### src/rtl/cpu_acc_sequencer_if.sv
// Instruction handshake and ALU connection bundle for the accumulator sequencer.
// The master side is the instruction source and the external combinational ALU.
interface cpu_acc_sequencer_if;
   logic [15:0] instr;
   logic        instr_valid;
   logic        instr_ready;
   logic [7:0]  alu_a;
   logic [7:0]  alu_b;
   logic [2:0]  alu_opcode;
   logic [7:0]  alu_result;
   logic [7:0]  acc;
   logic        zero;
   logic        done;

   modport master (
      output instr, instr_valid, alu_result,
      input  instr_ready, alu_a, alu_b, alu_opcode, acc, zero, done
   );

   modport slave (
      input  instr, instr_valid, alu_result,
      output instr_ready, alu_a, alu_b, alu_opcode, acc, zero, done
   );
endinterface

### src/rtl/cpu_acc_sequencer.sv
// Four-state accumulator sequencer feeding an external ALU: one instruction per 4 cycles,
// done in the third cycle after the handshake; new instructions are only accepted in IDLE.
module cpu_acc_sequencer #(
   parameter int         NUM_REGS  = 4,
   parameter logic [7:0] ACC_RESET = 8'h00
) (
   input logic                clk,
   input logic                reset,
   cpu_acc_sequencer_if.slave sq
);
   localparam int IDXW = (NUM_REGS > 2) ? 2 : 1;

   typedef enum logic [1:0] {IDLE, DECODE, EXEC, WB} state_t;

   state_t          state_q, state_d;
   logic [15:0]     instr_q, instr_d;
   logic [7:0]      operand_q, operand_d;
   logic [7:0]      result_q, result_d;
   logic [7:0]      acc_q, acc_d;
   logic            zero_q, zero_d;
   logic [7:0]      regs_q [NUM_REGS];
   logic [7:0]      regs_d [NUM_REGS];
   logic [IDXW-1:0] idx;
   logic            instr_unused;

   // Upper index bits are dropped for small register files; bit 10 is reserved.
   assign idx          = instr_q[8 +: IDXW];
   assign instr_unused = ^instr_q;

   always_ff @(posedge clk or posedge reset) begin
      if (reset) begin
         state_q   <= IDLE;
         instr_q   <= '0;
         operand_q <= '0;
         result_q  <= '0;
         acc_q     <= ACC_RESET;
         zero_q    <= (ACC_RESET == 8'h00);
         for (int i = 0; i < NUM_REGS; i++) begin
            regs_q[i] <= '0;
         end
      end else begin
         state_q   <= state_d;
         instr_q   <= instr_d;
         operand_q <= operand_d;
         result_q  <= result_d;
         acc_q     <= acc_d;
         zero_q    <= zero_d;
         regs_q    <= regs_d;
      end
   end

   always_comb begin
      state_d   = state_q;
      instr_d   = instr_q;
      operand_d = operand_q;
      result_d  = result_q;
      acc_d     = acc_q;
      zero_d    = zero_q;
      regs_d    = regs_q;
      unique case (state_q)
         IDLE: begin
            if (sq.instr_valid) begin
               instr_d = sq.instr;
               state_d = DECODE;
            end
         end
         DECODE: begin
            operand_d = instr_q[11] ? instr_q[7:0] : regs_q[idx];
            state_d   = EXEC;
         end
         EXEC: begin
            result_d = sq.alu_result;
            state_d  = WB;
         end
         WB: begin
            // Writeback lands before the next DECODE, so a following read sees the store.
            if (instr_q[15]) begin
               regs_d[idx] = acc_q;
            end else begin
               acc_d  = result_q;
               zero_d = (result_q == 8'h00);
            end
            state_d = IDLE;
         end
         default: state_d = IDLE;
      endcase
   end

   assign sq.instr_ready = (state_q == IDLE);
   assign sq.alu_a       = acc_q;
   assign sq.alu_b       = operand_q;
   assign sq.alu_opcode  = instr_q[14:12];
   assign sq.acc         = acc_q;
   assign sq.zero        = zero_q;
   assign sq.done        = (state_q == WB);
endmodule

### src/flat_wrapper.sv
// flat-port wrapper written by rule: the top's interface ports become plain ports
module cpu_acc_sequencer_flat 
#(
   parameter int         NUM_REGS  = 4,
   parameter logic [7:0] ACC_RESET = 8'h00
)
  (clk, reset, sq_instr, sq_instr_valid, sq_alu_result, sq_instr_ready, sq_alu_a, sq_alu_b, sq_alu_opcode, sq_acc, sq_zero, sq_done);
  cpu_acc_sequencer_if sq_i ();
  input logic clk;
  input logic reset;
  input wire logic [$bits(sq_i.instr)-1:0] sq_instr;
  input wire logic [$bits(sq_i.instr_valid)-1:0] sq_instr_valid;
  input wire logic [$bits(sq_i.alu_result)-1:0] sq_alu_result;
  output wire logic [$bits(sq_i.instr_ready)-1:0] sq_instr_ready;
  output wire logic [$bits(sq_i.alu_a)-1:0] sq_alu_a;
  output wire logic [$bits(sq_i.alu_b)-1:0] sq_alu_b;
  output wire logic [$bits(sq_i.alu_opcode)-1:0] sq_alu_opcode;
  output wire logic [$bits(sq_i.acc)-1:0] sq_acc;
  output wire logic [$bits(sq_i.zero)-1:0] sq_zero;
  output wire logic [$bits(sq_i.done)-1:0] sq_done;
  assign sq_i.instr = sq_instr;
  assign sq_i.instr_valid = sq_instr_valid;
  assign sq_i.alu_result = sq_alu_result;
  assign sq_instr_ready = sq_i.instr_ready;
  assign sq_alu_a = sq_i.alu_a;
  assign sq_alu_b = sq_i.alu_b;
  assign sq_alu_opcode = sq_i.alu_opcode;
  assign sq_acc = sq_i.acc;
  assign sq_zero = sq_i.zero;
  assign sq_done = sq_i.done;
  cpu_acc_sequencer #(.NUM_REGS(NUM_REGS), .ACC_RESET(ACC_RESET)) u_core (.clk(clk), .reset(reset), .sq(sq_i));
endmodule
### config.mk
export PLATFORM = sky130hd
export DESIGN_NAME = cpu_acc_sequencer_flat
export DESIGN_NICKNAME = d
export VERILOG_FILES = /design/src/rtl/cpu_acc_sequencer_if.sv /design/src/rtl/cpu_acc_sequencer.sv /design/src/flat_wrapper.sv
export SDC_FILE = /design/constraint.sdc
export NUM_CORES = 1
export LEC_CHECK = 0
export ABC_AREA = 1
export BUFFER_PORTS_ARGS = -buffer_cell sky130_fd_sc_hd__buf_4
export CORE_ASPECT_RATIO = 0.75
export CORE_UTILIZATION = 55
export DETAILED_ROUTE_END_ITERATION = 7
export MAX_ROUTING_LAYER = met4
export PLACE_DENSITY = 0.79
export SLEW_MARGIN = 20
export SYNTH_ARGS = -nofsm -noshare
export SYNTH_HDL_FRONTEND = slang
export SYNTH_SLANG_ARGS = --single-unit
### constraint.sdc
create_clock -name clk -period 6.15 [get_ports clk]
set_input_delay 0.615 -clock clk [delete_from_list [all_inputs] [get_ports clk]]
set_output_delay 0.615 -clock clk [all_outputs]
set_load 0.01 [all_outputs]
; ---- After elaboration in Yosys (flattened, before gate mapping)
; Cells that the tools add are included.
[classes]
n_addsub = 0
n_mul = 0
div = 0
order_cmp = 2
n_eq_ne = 4
shift = 0
mux = 9
bitwise = 2
reduce_logical = 6
[ops]
columns = operator, count
row1 = bitwise mux 32 bit, 1
row2 = 2-to-1 mux 8 bit, 4
row3 = binary-select mux 8 bit (select 2 bit), 1
row4 = demux 8 bit (select 2 bit), 1
row5 = zero test 8 bit, 1
row6 = case mux 2 bit (4 select lines), 1
row7 = AND reduction 2 bit, 3
row8 = "== test 2 bit, second input constant", 2
row9 = "greater-or-equal comparator 3 bit, second input constant", 1
row10 = "less-than comparator 3 x 1 -> 1 bit, second input constant", 1
row11 = NOT 2 -> 3 bit, 1
row12 = "== test 2 x 1 -> 1 bit, second input constant", 1
row13 = zero test 2 bit, 1
row14 = 2-to-1 mux 2 bit, 1
row15 = "inequality test 2 bit, second input constant", 1
row16 = logical AND 1 bit, 1
row17 = NOT 1 bit, 1
[totals]
reg_bits = 75
latch_bits = 0
ram_bits = 0
romBits = 0
input_bits = 27
word_cells = 33
n_memories = 0

; ---- Depth between registers and ports, before layout
[depth]
word_depth = 6
mapped_depth = 10

; ---- Least setup slack after synthesis
; OpenSTA, ideal clock, no wires.
[synth_timing]
path_kind = reg-to-reg
start = register u_core.state_q[0]
end = register u_core.instr_q[0]
arrival_ns = 1.322
slack_ns = 4.703
path_stages_with_launch = 6
n_path_buf = 1
period_less_slack_ns = 1.447
cell_sequence = dfrtp_1 -> inv_1 -> ha_1 -> nand2_1 -> buf_2 -> mux2_2
[synth_via]
elab_chain_cells = 2
[synth_rtl]
columns = item, line
row1 = from (decl), cpu_acc_sequencer.sv:15  ; state_t state_q, state_d;
row2 = from (signal assigned), cpu_acc_sequencer.sv:42  ; state_q <= state_d;
row3 = zero test 2 bit, -
row4 = net sq_instr_ready, flat_wrapper.sv:14  ; output wire logic [$bits(sq_i.instr_ready)-1:0] sq_instr_ready;
row5 = AND reduction 2 bit (no line), -
row6 = to (signal assigned), cpu_acc_sequencer.sv:43  ; instr_q <= instr_d;
row7 = to (decl), cpu_acc_sequencer.sv:16  ; logic [15:0] instr_q, instr_d;
; The timed path passes the listed nets, and every way through them passes these cells.
; A chain may end at the register's enable or synchronous reset.

; ---- Final worst setup path
[layout_timing]
start = register u_core.instr_q[8]
end = register u_core.regs_q[7] (netlist bit)
[layout_via]
elab_chain_cells = 6
elab_cells_between_ends = 7
classes_between = 2 x order compare / 3 x mux / 1 x bitwise / 1 x reduce/logical
[layout_rtl]
columns = item, line
row1 = NOT 2 -> 3 bit (not written as such) (*), cpu_acc_sequencer.sv:78  ; regs_d[idx] = acc_q;
row2 = greater-or-equal comparator 3 bit (not written as such) / less-than comparator 3 x 1 -> 1 bit (equally long branches), cpu_acc_sequencer.sv:78
row3 = logical AND 1 bit (not written as such), cpu_acc_sequencer.sv:78
row4 = 2-to-1 mux 8 bit (not written as such), cpu_acc_sequencer.sv:78
row5 = demux 8 bit (select 2 bit) (*), cpu_acc_sequencer.sv:78
row6 = bitwise mux 32 bit (*), cpu_acc_sequencer.sv:78
row7 = to (signal assigned), cpu_acc_sequencer.sv:48  ; regs_q <= regs_d;
row8 = to (decl), cpu_acc_sequencer.sv:21  ; logic [7:0] regs_q [NUM_REGS];
; Mark *: on every way between the ends. The rest lies on a longest branch, timed or not.

==> results.json <==
{
  "seq_area_frac_synth_pct": 55.7,
  "wl_mm": 6.39,
  "die_x_microns": 91.8,
  "fmax_ghz": 0.463,
  "endpoint_kind": "register",
  "synth_top_area_share_pct": 54.9,
  "ios": 57,
  "synthFlopType": "dfrtp_1",
  "instances_no_fill": 499,
  "diodes": 0,
  "drtPass1Iterations": 4,
  "rsz0062_at_grt": "no",
  "p_per_area_mw_per_mm2": 528,
  "clk_pin_slew_ns": 0.07,
  "worstSetupPathType": "reg2reg",
  "cts_tree": "built",
  "path_buf_inv": 1,
  "die_area_sq_mm": 0.00637,
  "gp_congestion": 0.757,
  "yosysMostFrequentCell": "nand2_1",
  "port_buffers": 55,
  "slew_headroom_pct": 40.2,
  "clk_path_buf_depth": 2,
  "cts_root_buffer": "clkbuf_8",
  "yosysUniqueCellTypes": 23,
  "finalMaxSlewViolations": 0,
  "grt_pass1_wl_mm": 11.3,
  "initial_utilization_pct": 57.1,
  "required_ns": 6.42,
  "timing.final.crit_share_pct": 35.1,
  "status": "completed",
  "async_reset_ff_share_pct": 100,
  "synthToLayoutAreaGrowth_pct": 16.7,
  "netlist_area_sq_mm": 0.00333,
  "synth_seq_cells": 74,
  "syn-instance-count": 376,
  "worstHoldPathType": "in2reg",
  "grt_overflow": 0,
  "drt_iter0_markers": 221,
  "syn_avg_cell_area_sq_um": 8.84,
  "synth_common_cells": "nand2_1, dfrtp_1, nor2_1",
  "coreArea_sq_mm": 0.00583,
  "syn_nets": 407,
  "vias": 2469,
  "viasPerCell": 4.95,
  "std_cell_rows": 24,
  "cts_resized": 0,
  "path_cells": "inv_2 > nor3_4 > nor2_1 > a21oi_2",
  "crit_fanout": 20,
  "fin_tns_setup_ns": 0,
  "synth_edf_count": 0,
  "worstSetupStartpointType": "register",
  "cts_buffers": 9,
  "finalSetupViolations": 0,
  "hold_violations": 0,
  "fin_worst_skew_ns": 0.0111,
  "clock-sinks": 74,
  "grt_pass1_vias": 2437,
  "hpwlAfterDp_mm": 4.24,
  "postCtsHoldBufs": 0,
  "grt_max_degree": 75,
  "tightest_slew_ns": 0.897,
  "cts_setup_buffers": 0,
  "h-tree-depth": 3,
  "yosys.area.top_type": "dfrtp_1",
  "yosys_warnings": 0,
  "dp_cells": 483,
  "detail-route-antenna-nets": 0,
  "vdd_drop_max_mv": 0.363,
  "finalCriticalPeriod_ns": 2.16,
  "clock_latency_ns": 0.34,
  "drive_gt1_share_pct": 21.4,
  "p_leak_nw": 1.97,
  "die_height_microns": 69.3,
  "grt_antenna_before_repair": 0,
  "fin_nets": 447,
  "post-route-drc-count": 0,
  "critPathArrivalTime_ns": 2.43,
  "wire_per_inst_microns": 12.8,
  "max_stage_delay_ns": 0.76,
  "yosys-top-cells-area": "dfrtp_1, nand2_1, o21ai_0",
  "grt_use_total_pct": 23.9,
  "cp_slowest_cell": "dfrtp_1",
  "cap_viol_max_count": 0,
  "crit_family": "simple AND/OR/NAND/NOR gates"
}
## sequential cells by signal, indices dropped and copies added, names as in the netlist
name and count:
u_core.regs_q 32, u_core.instr_q 15, u_core.result_q 8, u_core.sq.acc 8, u_core.sq.alu_b 8, u_core.state_q 2
u_core.sq.zero 1
## layout by cell type (no fill, tap or decap), types with 10 or more instances in the layout
| master | n |
|---|---|
| inv_1 | 24 |
| nor2_1 | 30 |
| nand2_1 | 132 |
| o21ai_0 | 27 |
| buf_4 | 56 |
| a21oi_1 | 17 |
| dfrtp_1 | 73 |
| mux2_2 | 10 |
| o21ai_1 | 11 |
## final timing paths
check | from | to | slack, ns | cells after the start
max in group asynchronous | reset | u_core.regs_q[19] | 5.03 | 3
min in group asynchronous | reset | u_core.state_q[1] | 0.55 | 3
worst min-delay path | sq_alu_result[0] | u_core.result_q[0] | 0.47 | 3
worst max register to register | u_core.instr_q[8] | u_core.regs_q[7] | 3.99 | 4
worst min register to register | u_core.sq.zero | u_core.sq.zero | 0.48 | 2
worst max-delay path | u_core.instr_q[8] | u_core.regs_q[7] | 3.99 | 4
## stage by stage
step | util, % | power (mW) | cell area, sq um | setup WS (ns) | hold slack (ns)
global route | 66.6 | 2.22 | 3880 | 3.82 | 0.465
floorplan | - | 1.42 | 3330 | 3.66 | 0.453
global placement | 62.6 | 1.59 | 3650 | 4.10 | 0.461
CTS | 66.6 | 2.07 | 3880 | 4.01 | 0.462
finish | 66.6 | 2.05 | 3880 | 3.99 | 0.474
detailed placement | 62.6 | 1.62 | 3650 | 4.05 | 0.459
## report_power, final
part | switching, mW | total, mW | internal [mW]
combinational | 0.437 | 0.759 | 0.321
sequential | 0.149 | 0.848 | 0.699
clock | 0.174 | 0.444 | 0.270
total | 0.761 | 2.05 | 1.29
## logic make-up (layout without fill, tap and decap cells)
logic type               count (synthesis)  after routing  share of synthesized area, %
AO/OA/AOI/OAI                           57             57                          8.80
adder cells (fa/ha/maj)                  4              4                          1.50
buffers and inverters                   54             99                          9.03
flip-flops                              74             74                          55.7
multiplexers                            10             10                          3.39
AND/OR/NAND/NOR                        177            177                          21.6
## per-layer routing
metal | track usage [%] | part of all wire [%] | wire length (microns) | up-vias
li1 | - | - | - | 1247
met1 | 30.9 | 48 | 3070 | 1152
met2 | 36.2 | 45 | 2890 | 62
met3 | 7.57 | 5.3 | 339 | 8
met4 | 7.64 | 1.4 | 89 | 0
met5 | - | 0 | 0 | -
## tightest hold or removal path, cell delays in order
cell     delay, ns
buf_4         0.08
nand2_1       0.03
o21ai_0       0.06
## cell type report
cell class | count | area, sq um
clock buffers | 11 | 131
clock inverters | 5 | 104
fillers | 467 | 1940
inverters | 27 | 104
multi-input cells | 248 | 1170
flip-flops and latches | 74 | 1850
well taps | 78 | 97.6
repair buffers | 56 | 420
(Power assumes the default switching activity.)
